--- config.mk ---
export PLATFORM = sky130hd
export DESIGN_NAME = sb1287_adc_controller
export DESIGN_NICKNAME = d
export VERILOG_FILES = /design/src/rtl/sb1287_adc_controller_pkg.sv /design/src/rtl/sb1287_adc_controller_edge_detect.sv /design/src/rtl/sb1287_adc_controller.sv
export SDC_FILE = /design/constraint.sdc
export NUM_CORES = 1
export LEC_CHECK = 0
export ABC_AREA = 1
export CORE_AREA = 2 2 99 72
export CTS_BUF_LIST = sky130_fd_sc_hd__clkbuf_8
export CTS_CLUSTER_DIAMETER = 100
export DETAILED_ROUTE_END_ITERATION = 7
export DIE_AREA = 0 0 101 74
export HOLD_SLACK_MARGIN = 0.06
export SLEW_MARGIN = 20
export SYNTH_ARGS = -nofsm -noshare
export SYNTH_HDL_FRONTEND = slang
export SYNTH_HIERARCHICAL = 1
export SYNTH_SLANG_ARGS = --single-unit
--- constraint.sdc ---
create_clock -name clk_50M -period 1.4 [get_ports clk_50M]
set_input_delay 0.42 -clock clk_50M [delete_from_list [all_inputs] [get_ports clk_50M]]
set_output_delay 0.42 -clock clk_50M [all_outputs]
set_load 0.05 [all_outputs]
--- src/rtl/sb1287_adc_controller_pkg.sv ---
// ---------------------------------------------------------------------------
// sb1287_adc_controller_pkg
// Shared definitions for the SB1287 ADC scan controller: FSM state encoding,
// frame geometry, result width and averaging depth, plus a helper that maps a
// frame bit index onto the channel-address bit carried on din_adc.
// ---------------------------------------------------------------------------
package sb1287_adc_controller_pkg;

    typedef enum logic [1:0] {
        IDLE  = 2'd0,
        FRAME = 2'd1,
        GAP   = 2'd2
    } state_t;

    localparam int FRAME_BITS     = 16;
    localparam int ADDR_BIT_FIRST = 2;
    localparam int DATA_BITS      = 12;
    localparam int AVG_DEPTH      = 4;
    localparam int ACC_BITS       = 14;

    localparam logic [3:0] LAST_BIT = 4'(FRAME_BITS - 1);
    localparam logic [1:0] AVG_LAST = 2'(AVG_DEPTH - 1);

    // Frame bits ADDR_BIT_FIRST..ADDR_BIT_FIRST+2 carry the channel address
    // MSB first; every other bit of the frame is driven low.
    function automatic logic addr_bit(input logic [3:0] bit_idx, input logic [2:0] ch);
        logic r;
        r = 1'b0;
        for (int i = 0; i < 3; i++) begin
            if (bit_idx == 4'(ADDR_BIT_FIRST + i)) begin
                r = ch[2 - i];
            end
        end
        return r;
    endfunction

endpackage

--- src/rtl/sb1287_adc_controller_edge_detect.sv ---
// ---------------------------------------------------------------------------
// sb1287_edge_detect
// Two-flop register for the divided ADC clock, which arrives as data in the
// clk_50M domain, and single-cycle rise/fall pulses derived from it.
//   clk_50M : system clock
//   rst_n   : synchronous active-low reset
//   sig     : incoming divided clock
//   level   : second-stage flop (delayed copy of sig)
//   rise    : one-cycle pulse, s1 & ~s2
//   fall    : one-cycle pulse, ~s1 & s2
// ---------------------------------------------------------------------------
module sb1287_edge_detect (
    input  logic clk_50M,
    input  logic rst_n,
    input  logic sig,
    output logic level,
    output logic rise,
    output logic fall
);

    logic s1;
    logic s2;

    always_ff @(posedge clk_50M) begin
        if (!rst_n) begin
            s1 <= 1'b0;
            s2 <= 1'b0;
        end else begin
            s1 <= sig;
            s2 <= s1;
        end
    end

    assign level = s2;
    assign rise  = s1 & ~s2;
    assign fall  = ~s1 & s2;

endmodule

--- src/rtl/sb1287_adc_controller.sv ---
// ---------------------------------------------------------------------------
// sb1287_adc_controller
// Round-robin scan controller for a serial 12-bit ADC. Each 16-bit frame
// sends the address of one channel and returns the conversion of the channel
// addressed in the previous frame.
//   clk_50M    : system clock, rising edge
//   rst_n      : synchronous active-low reset
//   adc_clk_in : 3.125 MHz divided clock, edge-detected as data
//   enable     : permits new frames to start
//   dout_adc   : ADC serial data out
//   adc_cs_n   : ADC chip select, active low
//   adc_sck    : ADC serial clock
//   din_adc    : ADC serial data in (channel address)
//   ch_data    : latest result
//   ch_id      : channel of ch_data
//   ch_valid   : one-cycle qualifier for ch_data/ch_id
//   scan_done  : pulses with ch_valid of channel NUM_CH-1
// Optional feature macro SB1287_ADC_AVG_EN: average 4 results per channel
// before output.
// ---------------------------------------------------------------------------
module sb1287_adc_controller
    import sb1287_adc_controller_pkg::*;
#(
    parameter int NUM_CH = 3
) (
    input  logic                 clk_50M,
    input  logic                 rst_n,
    input  logic                 adc_clk_in,
    input  logic                 enable,
    input  logic                 dout_adc,
    output logic                 adc_cs_n,
    output logic                 adc_sck,
    output logic                 din_adc,
    output logic [DATA_BITS-1:0] ch_data,
    output logic [2:0]           ch_id,
    output logic                 ch_valid,
    output logic                 scan_done
);

    localparam logic [2:0] LAST_CH = 3'(NUM_CH - 1);

    state_t                 state;
    logic                   s2;
    logic                   rise;
    logic                   fall;
    logic [3:0]             bit_cnt;
    logic                   gap_fall_seen;
    logic [2:0]             addr_ch;
    logic [2:0]             prev_ch;
    logic [2:0]             next_ch;
    logic                   have_prev;
    logic [FRAME_BITS-1:0]  shift;
    logic [DATA_BITS-1:0]   result;
    logic                   unused_msb;

    sb1287_edge_detect u_edge (
        .clk_50M (clk_50M),
        .rst_n   (rst_n),
        .sig     (adc_clk_in),
        .level   (s2),
        .rise    (rise),
        .fall    (fall)
    );

    assign next_ch = (addr_ch == LAST_CH) ? 3'd0 : addr_ch + 3'd1;

    // The result includes the bit arriving on the final rise so it can be
    // registered on that same edge; the four leading bits are dropped.
    assign result     = {shift[DATA_BITS-2:0], dout_adc};
    assign unused_msb = shift[FRAME_BITS-1];

    // SCK follows the synchronised clock only inside a frame, idles high.
    assign adc_sck = (state == FRAME) ? s2 : 1'b1;

`ifdef SB1287_ADC_AVG_EN
    logic [ACC_BITS-1:0] acc     [NUM_CH];
    logic [1:0]          acc_cnt [NUM_CH];
    logic [ACC_BITS-1:0] sel_sum;
    logic [1:0]          sel_cnt;

    // Running sum including the incoming result for the channel being reported.
    always_comb begin
        sel_sum = '0;
        sel_cnt = '0;
        for (int c = 0; c < NUM_CH; c++) begin
            if (prev_ch == 3'(c)) begin
                sel_sum = acc[c] + {{(ACC_BITS-DATA_BITS){1'b0}}, result};
                sel_cnt = acc_cnt[c];
            end
        end
    end
`endif

    always_ff @(posedge clk_50M) begin
        if (!rst_n) begin
            state         <= IDLE;
            adc_cs_n      <= 1'b1;
            din_adc       <= 1'b0;
            ch_data       <= '0;
            ch_id         <= '0;
            ch_valid      <= 1'b0;
            scan_done     <= 1'b0;
            bit_cnt       <= '0;
            gap_fall_seen <= 1'b0;
            addr_ch       <= '0;
            prev_ch       <= '0;
            have_prev     <= 1'b0;
            shift         <= '0;
`ifdef SB1287_ADC_AVG_EN
            for (int c = 0; c < NUM_CH; c++) begin
                acc[c]     <= '0;
                acc_cnt[c] <= '0;
            end
`endif
        end else begin
            ch_valid  <= 1'b0;
            scan_done <= 1'b0;
            case (state)
                IDLE: begin
                    // A fresh scan always begins at channel 0 and has no
                    // earlier address whose result it could return.
                    if (fall && enable) begin
                        state     <= FRAME;
                        adc_cs_n  <= 1'b0;
                        bit_cnt   <= '0;
                        shift     <= '0;
                        addr_ch   <= 3'd0;
                        have_prev <= 1'b0;
                        din_adc   <= addr_bit(4'd0, 3'd0);
                    end
                end
                FRAME: begin
                    if (fall) begin
                        din_adc <= addr_bit(bit_cnt, addr_ch);
                    end
                    if (rise) begin
                        shift <= {shift[FRAME_BITS-2:0], dout_adc};
                        if (bit_cnt == LAST_BIT) begin
                            state         <= GAP;
                            gap_fall_seen <= 1'b0;
                            if (have_prev) begin
`ifdef SB1287_ADC_AVG_EN
                                if (sel_cnt == AVG_LAST) begin
                                    ch_data   <= sel_sum[ACC_BITS-1:2];
                                    ch_id     <= prev_ch;
                                    ch_valid  <= 1'b1;
                                    scan_done <= (prev_ch == LAST_CH);
                                end
                                for (int c = 0; c < NUM_CH; c++) begin
                                    if (prev_ch == 3'(c)) begin
                                        if (sel_cnt == AVG_LAST) begin
                                            acc[c]     <= '0;
                                            acc_cnt[c] <= '0;
                                        end else begin
                                            acc[c]     <= sel_sum;
                                            acc_cnt[c] <= acc_cnt[c] + 2'd1;
                                        end
                                    end
                                end
`else
                                ch_data   <= result;
                                ch_id     <= prev_ch;
                                ch_valid  <= 1'b1;
                                scan_done <= (prev_ch == LAST_CH);
`endif
                            end
                        end else begin
                            bit_cnt <= bit_cnt + 4'd1;
                        end
                    end
                end
                GAP: begin
                    // First fall releases chip select; the second ends the gap.
                    if (fall) begin
                        if (!gap_fall_seen) begin
                            adc_cs_n      <= 1'b1;
                            gap_fall_seen <= 1'b1;
                        end else if (enable) begin
                            state     <= FRAME;
                            adc_cs_n  <= 1'b0;
                            bit_cnt   <= '0;
                            shift     <= '0;
                            prev_ch   <= addr_ch;
                            addr_ch   <= next_ch;
                            have_prev <= 1'b1;
                            din_adc   <= addr_bit(4'd0, next_ch);
                        end else begin
                            state <= IDLE;
                        end
                    end
                end
                default: state <= IDLE;
            endcase
        end
    end

endmodule

Yosys cells after proc, flatten, opt, wreduce, memory -nomap -nowiden
Index checks and enable logic that the tools add are counted.
{"block": "totals", "register_bits": 46, "inputBits": 5, "wordCells": 102}
{"block": "op_classes", "addsub": 2, "n_eq_ne": 17, "mux": 48, "bitwise_logic": 4, "n_reduce_logical": 16}
{"operator": "two-way mux 11 bit", "count": 5}
{"operator": "case mux 11 bit (3 select lines)", "count": 1}
{"operator": "two-way mux 4 bit", "count": 6}
{"operator": "AND reduction 4 bit", "count": 5}
{"operator": "two-way mux 1 bit", "count": 19}
{"operator": "two-way mux 3 bit", "count": 5}
{"operator": "AND reduction 5 bit", "count": 3}
{"operator": "!= test 2 bit (second input constant)", "count": 7}
{"operator": "case mux 4 bit (3 select lines)", "count": 1}
{"operator": "AND reduction 6 bit", "count": 2}
{"operator": "two-way mux 2 bit", "count": 5}
{"operator": "== test 4 x 2 -> 1 bit (second input constant)", "count": 2}
{"operator": "AND reduction 7 bit", "count": 1}
{"operator": "== test 3 x 2 -> 1 bit (second input constant)", "count": 2}
{"operator": "case mux 1 bit (2 select lines)", "count": 3}
{"operator": "case mux 2 bit (3 select lines)", "count": 1}
{"operator": "case mux 3 bit (2 select lines)", "count": 1}
{"operator": "adder 4 x 1 -> 4 bit (second input constant)", "count": 1}
{"operator": "== test 4 x 3 -> 1 bit (second input constant)", "count": 1}
{"operator": "== test 4 bit (second input constant)", "count": 1}
{"operator": "nonzero test 2 bit", "count": 2}
{"operator": "adder 3 x 1 -> 3 bit (second input constant)", "count": 1}
{"operator": "!= test 3 bit (second input constant)", "count": 1}
{"operator": "case mux 1 bit (3 select lines)", "count": 1}
{"operator": "other kinds (8)", "count": 10}

Depth between registers and ports, before layout
Gate-level depths: netlist (run 1).
{"block": "depth", "word_depth": 6, "depth_mapped": 10}

By module
Netlist (run 1), hierarchy kept.
{"mod": "sb1287_adc_controller", "instances": 1, "cells_each": 252, "area_per_inst_um2": 1841.8}
{"mod": "sb1287_edge_detect", "instances": 1, "cells_each": 10, "area_per_inst_um2": 72.6}

Least setup slack after synthesis (run 1)
Ideal clock, no wire load.
{"block": "synth_timing", "kind": "register to register", "startpoint": "register u_edge.s2 (netlist: u_edge/level)", "endpoint": "register shift[10]", "setup_ns": 0.117, "t_arrival_ns": 1.314, "slack_ns": -0.031, "path_stages_with_launch": 11, "path_buffers": 1, "period_less_slack_ns": 1.431, "path_cell_list": "dfxtp_1 -> inv_1 -> nor2_1 -> nand2_1 -> nand2_1 -> nand2_1 -> nor2_4 -> inv_2 -> buf_4 -> a21oi_1 -> nor2_1"}
{"block": "synth_between", "elab_chain_cells": 4, "word_cells_on_any_way": 8, "classes_between": "eq/ne (3); bitwise (3); reduce/logical (2)"}
{"element": "from (decl)", "line_no": "sb1287_adc_controller_edge_detect.sv:22", "text": "logic s2;"}
{"element": "from (signal assigned)", "line_no": "sb1287_adc_controller_edge_detect.sv:27", "text": "s2 <= 1'b0;"}
{"element": "from (signal assigned)", "line_no": "sb1287_adc_controller_edge_detect.sv:30", "text": "s2 <= s1;"}
{"element": "bitwise AND 1 bit *", "line_no": "sb1287_adc_controller_edge_detect.sv:36", "text": "assign fall = ~s1 & s2;"}
{"element": "via fall", "line_no": "sb1287_adc_controller.sv:45", "text": "logic fall;"}
{"element": "logical AND 1 bit", "line_no": "sb1287_adc_controller.sv:122", "text": "if (fall && enable) begin"}
{"element": "!= test 2 bit (no source line)"}
{"element": "AND reduction 6 bit (no source line) *"}
{"element": "to (signal assigned)", "line_no": "sb1287_adc_controller.sv:137", "text": "shift <= {shift[FRAME_BITS-2:0], dout_adc};"}
{"element": "to (decl)", "line_no": "sb1287_adc_controller.sv:52", "text": "logic [FRAME_BITS-1:0] shift;"}
Mark *: on every way through the listed nets, which the timed path passes. The rest lies on a longest branch.
A chain may end at the register's enable or synchronous reset.

Worst setup path after layout (run 1)
{"block": "layout_timing", "startpoint": "register state[1]", "endpoint": "output port adc_sck"}
{"block": "layout_between", "elab_chain_cells": 2}
{"element": "from (decl)", "line_no": "sb1287_adc_controller.sv:42", "text": "state_t state;"}
{"element": "from (signal assigned)", "line_no": "sb1287_adc_controller.sv:96", "text": "state <= IDLE;"}
{"element": "from (signal assigned)", "line_no": "sb1287_adc_controller.sv:123", "text": "state <= FRAME;"}
{"element": "from (signal assigned)", "line_no": "sb1287_adc_controller.sv:139", "text": "state <= GAP;"}
{"element": "== test 2 x 1 -> 1 bit", "line_no": "sb1287_adc_controller.sv:73", "text": "assign adc_sck = (state == FRAME) ? s2 : 1'b1;"}
{"element": "two-way mux 1 bit", "line_no": "sb1287_adc_controller.sv:73"}
{"element": "to (decl)", "line_no": "sb1287_adc_controller.sv:32", "text": "output logic adc_sck,"}
Every way passes these cells.

==> results of run 1 <==
## through the flow
stage	instance area (um2)	setup slack [ns]	power [mW]	cells	hold WS, ns
floorplan	1920	0.0345	2.32	262	0.414
global placement	2580	-0.396	2.68	382	0.439
detailed placement	2580	-0.440	2.70	382	0.440
CTS	2970	-0.148	4.15	401	0.455
global route	3130	-0.222	4.49	405	0.485
finish	3130	-0.168	4.26	405	0.456
## registers in the layout, summed over array words and instances (netlist names)
register,count
adc_cs_n,1
addr_ch,3
bit_cnt,4
ch_data,12
ch_id,3
ch_valid,1
din_adc,1
gap_fall_seen,1
have_prev,1
prev_ch,3
scan_done,1
shift,11
state,2
u_edge/level,1
u_edge/s1,1
## worst paths after layout
check | from | end | slack [ns]
max | state[1] | adc_sck | -0.17
min | prev_ch[2] | scan_done | 0.46
max reg2reg | u_edge/level | shift[7] | -0.14
min reg2reg | prev_ch[2] | scan_done | 0.46
## layout by cell type, fill, tap and decap left out, types with 4 or more instances in the layout
master / instances
a21oi_1: 13
a21oi_2: 15
buf_12: 21
buf_4: 26
buf_6: 9
clkbuf_8: 5
dfxtp_1: 40
dfxtp_2: 4
inv_1: 11
inv_2: 7
nand2_1: 47
nand2_2: 16
nand2_4: 5
nand3_1: 17
nor2_1: 26
nor2_4: 7
o21ai_0: 11
o21ai_1: 7
## logic make-up after synthesis
family,synth area share [%]
compound gates,14.1
fa+ha+maj,1.96
buf+inv,6.53
flops,48.1
simple gates,29.3
## repair_timing
| action | CTS | global route |
|---|---|---|
| gates cloned | 3 | 0 |
| setup endpoints to repair | 34 | 43 |
| hold buffers | 0 | 0 |
| endpoints found under the hold margin | 0 | 0 |
| gates resized for setup | 54 | 50 |
| pin swaps | 10 | 23 |
| setup buffers | 8 | 9 |
## per-layer routing
metal  up-vias  GRT usage, %  share of wire, %
li1        973             -                 -
met1       886          19.8                48
met2        48          21.4                46
met3         8          3.38               5.1
met4         0          4.35               1.1
met5         -             0                 0
## worst max-delay path, stage by stage (launching register included)
cell	delay, ns
dfxtp_2	0.34
inv_2	0.07
nand2_2	0.06
or2_4	0.23
buf_8	0.15
## power groups by stage
| stage | registers [mW] | clock network (mW) | logic (mW) |
|---|---|---|---|
| finish | 1.72 | 1.01 | 1.52 |
| CTS | 1.69 | 1.03 | 1.44 |
| global placement | 1.69 | 0 | 0.991 |
| global route | 1.75 | 1.10 | 1.64 |
| floorplan | 1.71 | 0 | 0.614 |
| detailed placement | 1.69 | 0 | 1.00 |
## final cells by class
cell class	count	area, um2
timing repair inverter	1	7.51
inverter	21	90.1
fill	620	3440
multi-input combinational	186	1100
sequential	46	933
timing repair buffer	62	786
tap	81	101
clock inverter	3	43.8
clock buffer	5	68.8
==> flow_metrics.tcl, run 1 <==
set metrics [dict create \
    drtIter0Drc 118 \
    worstPathRequired_ns 0.98 \
    ys_types 24 \
    yosys-top-cells-count "nand2_1 (67), dfxtp_1 (46), nor2_1 (29)" \
    drive_above_1_share_pct 42.6 \
    p_sw_share_pct 35.7 \
    die_h_um 74 \
    core_um2 6570 \
    antenna_cells 0 \
    wire_per_inst_um 12.6 \
    p_per_area_nw_per_um2 1360 \
    rsz0062_at_grt "true" \
    yosys-top-cells-area "dfxtp_1 (48%), nand2_1 (13%), a21oi_1 (7.3%)" \
    grt_start_max_net_pins 24 \
    ys_seq_area_share_pct 48.1 \
    fmax_ghz 0.638 \
    clk_latency_ns 0.31 \
    cts_tree "done" \
    totalWireLength_um 5090 \
    synth_top_area_cell "dfxtp_1" \
    cts-root-buf "clkbuf_8" \
    cts_inserted_buffers 5 \
    worst_setup_path_end_kind "output pin" \
    die_w_um 101 \
    hold_class "reg -> reg" \
    dr.pass1.iters 4 \
    status "complete, but fails checks" \
    cts_buffer_depth 2 \
    ys_seq_elements 46 \
    setup_viol 19 \
    synth_top_area_share_pct 48.1 \
    hold_viol 0 \
    cap_violations 0 \
    synth_edf_count 0 \
    antenna_found_initial 0 \
    power.leakage_nw 1.29 \
    crit_path_start_kind "flop" \
    start_util_pct 29.1 \
    p_switching_mw 1.52 \
    drcViolationCount 0 \
    reg2reg_depth 10 \
    worstMarginPinSlew_ns 0.233 \
    violations "setup timing" \
    fin_skew_ns 0.0160 \
    slew_headroom_pct 84.5 \
    vias_per_cell 4.73 \
    crit_arrival_ns 1.15 \
    pwr-share-seq_pct 40.5 \
    ys_warn_count 6 \
    gp_congestion 0.831 \
    area_delta_synth_final_pct 63.6 \
    synthCells 262 \
    combinationalPowerShare_pct 35.7 \
    maxSlewViolCount 0 \
    fin_setup_tns_ns -1.68 \
    synthArstFlopShare_pct 0 \
    clkPwrFrac_pct 23.8 \
    postSynthAreaPerCell_um2 7.31 \
    port-buffer-count 24 \
    track_usage_pct 14.0 \
    nets 331 \
    hold_depth 1 \
    dp_hpwl_um 3140 \
    p_int_mw 2.74 \
    synth_most_common_cell "nand2_1" \
    cp_max_fo 2 \
    finalCoreUtilization_pct 47.7 \
    cts.sink_count 46 \
    worst_slack_ns -0.168 \
    synth.net_count 270 \
    die_area_um2 7470 \
    worst_ir_drop_vdd_uv 564 \
    vias 1915 \
    clk_pin_slew_ns 0.10 \
    htreeDepth 2 \
    ioPinCount 25 \
    grt_pass1_wl_um 8290 \
    fin_crit_ns 1.57 \
    rows 25 \
    grt_overflow 0 \
    ys.flop_type "dfxtp_1" \
    antenna_left 0 \
    grt_pass1_vias 1792 \
    syn_area_um2 1910 \
    min_period_over_period_pct 112 \
    critical_path_class "reg -> out" \
]
(Power assumes the default switching activity.)
==> run 2, diff against run 1 <==
--- a/config.mk
+++ b/config.mk
@@ -6,6 +6,7 @@
 export NUM_CORES = 1
 export LEC_CHECK = 0
 export ABC_AREA = 1
+export ABC_CLOCK_PERIOD_IN_PS = 1400
 export CORE_AREA = 2 2 99 72
 export CTS_BUF_LIST = sky130_fd_sc_hd__clkbuf_8
 export CTS_CLUSTER_DIAMETER = 100
==> results of run 2 <==
Final layout, timing and power as in run 1 (identical DEF).
==> run 3, diff against run 2 <==
--- a/config.mk
+++ b/config.mk
@@ -6,13 +6,14 @@
 export NUM_CORES = 1
 export LEC_CHECK = 0
 export ABC_AREA = 1
-export ABC_CLOCK_PERIOD_IN_PS = 1400
+export ABC_CLOCK_PERIOD_IN_PS = 1800
 export CORE_AREA = 2 2 99 72
 export CTS_BUF_LIST = sky130_fd_sc_hd__clkbuf_8
 export CTS_CLUSTER_DIAMETER = 100
 export DETAILED_ROUTE_END_ITERATION = 7
 export DIE_AREA = 0 0 101 74
 export HOLD_SLACK_MARGIN = 0.06
+export PLACE_DENSITY = 0.54
 export SLEW_MARGIN = 20
 export SYNTH_ARGS = -nofsm -noshare
 export SYNTH_HDL_FRONTEND = slang
==> constraint.sdc (replaced) <==
create_clock -name clk_50M -period 1.8 [get_ports clk_50M]
set_input_delay 0.54 -clock clk_50M [delete_from_list [all_inputs] [get_ports clk_50M]]
set_output_delay 0.54 -clock clk_50M [all_outputs]
set_load 0.05 [all_outputs]
==> run 3 against run 2 <==
Against the previous run: die area did not move; critical path type unchanged; largest power group unchanged; clock skew fell by 0.013 ns; critical path depth did not move; global-route usage fell by 0.93 points; the run now ends clean.
==> flow_metrics.tcl, run 3 (synthesis gave the netlist of run 1 again) <==
set metrics [dict create \
    drive_above_1_share_pct 19.3 \
    antenna_found_initial 0 \
    cts_tree "done" \
    rsz0062_at_grt "false" \
    fin_skew_ns 0.00288 \
    vias 1733 \
    power.leakage_nw 1.08 \
    cts_buffer_depth 2 \
    clk_latency_ns 0.30 \
    drcViolationCount 0 \
    power_mw 2.99 \
    worstPathRequired_ns 1.26 \
    antenna_cells 0 \
    cts-root-buf "clkbuf_8" \
    clk_pin_slew_ns 0.08 \
    die_h_um 74 \
    antenna_left 0 \
    rr_startpoint "u_edge/level" \
    largestRegisters "ch_data x12, shift x11, bit_cnt x4" \
    grt_overflow 0 \
    fin_crit_ns 1.71 \
    core_um2 6570 \
    rows 25 \
    gr-usage-met2_pct 19.6 \
    endpoint "adc_sck" \
    die_w_um 101 \
    reg2reg_depth 9 \
    holdWs_ns 0.448 \
    p_per_area_nw_per_um2 1190 \
    die_area_um2 7470 \
    placed_cells_incl_taps 373 \
    reg2reg_to "addr_ch[1]" \
    grt_start_max_net_pins 25 \
    gp_congestion 0.811 \
    largest_register "ch_data" \
    worst_setup_path_end_kind "output pin" \
    cp_max_fo 5 \
    port-buffer-count 24 \
    fillerInstances 691 \
    worstMarginPinSlew_ns 0.316 \
    drtIter0Drc 96 \
    track_usage_pct 13.1 \
    worst_slack_ns 0.0880 \
    finalCoreUtilization_pct 38.3 \
    cap_violations 0 \
    totalWireLength_um 4290 \
    grt_pass1_vias 1672 \
    gr-usage-met1_pct 18.3 \
    start_util_pct 29.1 \
    largest_reg_flops 12 \
    vias_per_cell 4.54 \
    hold_class "reg -> reg" \
    crit_arrival_ns 1.17 \
    nets 308 \
    rrSetupSlack_ns 0.21 \
    ioPinCount 25 \
    setup_viol 0 \
    dp_hpwl_um 3050 \
    fmax_ghz 0.584 \
    cts.sink_count 46 \
    finalNonFillerCells 382 \
    pre_cts_ws_ns -0.130 \
    htreeDepth 2 \
    busiest_layer "met2" \
    min_period_over_period_pct 95.1 \
    final_cell_mix "nand2_1 (67), dfxtp_1 (44), nor2_1 (29), buf_4 (29), a21oi_1 (28)" \
    maxSlewViolCount 0 \
    status "completed" \
    area_delta_synth_final_pct 31.5 \
    worst_ir_drop_vdd_uv 346 \
    wire_per_inst_um 11.2 \
    cp-startpoint "state[1]" \
    cts_inserted_buffers 5 \
    grt_pass1_wl_um 7670 \
    grt_use_met3_pct 4.98 \
    crit_path_start_kind "flop" \
    dr.pass1.iters 4 \
    slew_headroom_pct 78.9 \
    layout_commonest_cell "nand2_1" \
    critical_path_class "reg -> out" \
    ctsHoldBuffers 0 \
    hold_viol 0 \
]
run 3: cell types whose count changed in the layout (fill, tap and decap cells not counted), moves of 5 or more:
cell     delta
inv_1       +7
a21oi_2    -15
nand2_2    -15
a21oi_1    +15
nor2_4      -5
nand2_1    +20
buf_12     -15
o21ai_0     +8
buf_6       -9
o21ai_1     -6
run 3: timing repair:
item / in CTS / in global routing
endpoints found under the setup margin: 1 / 5
hold endpoints to repair: 0 / 0
setup buffers: 1 / 0
resized for setup: 4 / 4
run 3: final cells by class:
cell class	count	area, um2	share of cell area [%]
Sequential cell	46	926	36.8
Tap cell	81	101	4.03
Timing Repair Buffer	40	393	15.6
Clock inverter	2	60.1	2.39
Inverter	21	78.8	3.13
Multi-Input combinational cell	186	876	34.8
Clock buffer	6	82.6	3.28
run 3: worst min-delay path by stage:
stage | startpoint | end | cells after the start
after floorplan | shift[10] | ch_data[11] | 2
final | prev_ch[2] | scan_done | 1
after detailed placement | prev_ch[2] | scan_done | 1
after global routing | prev_ch[2] | scan_done | 1
after CTS | prev_ch[2] | scan_done | 1
after global placement | u_edge/s1 | u_edge/level | 2
run 3: metrics by stage:
stage	area, um2	setup TNS (ns)
6_report	2520	0
5_1_grt	2520	0
4_1_cts	2510	0
3_5_place_dp	2350	-1.99
3_3_place_gp	2350	-1.95
2_1_floorplan	1910	0
run 3: metal layers:
| metal | wire, um | vias up |
|---|---|---|
| li1 | - | 927 |
| met1 | 2350 | 767 |
| met2 | 1710 | 34 |
| met3 | 190 | 5 |
| met4 | 38 | 0 |
| met5 | 0 | - |
run 3: critical path, cell delays in order (launching register included):
cell	delay [ns]
dfxtp_2	0.34
inv_2	0.08
nand2_4	0.07
or2_4	0.24
buf_8	0.15
run 3: power breakdown:
part	switching, mW	total, mW	internal (mW)	leakage, nW
registers	0.126	1.30	1.18	0.374
clock network	0.350	0.942	0.592	0.0714
logic	0.460	0.749	0.289	0.631
total	0.936	2.99	2.06	1.08
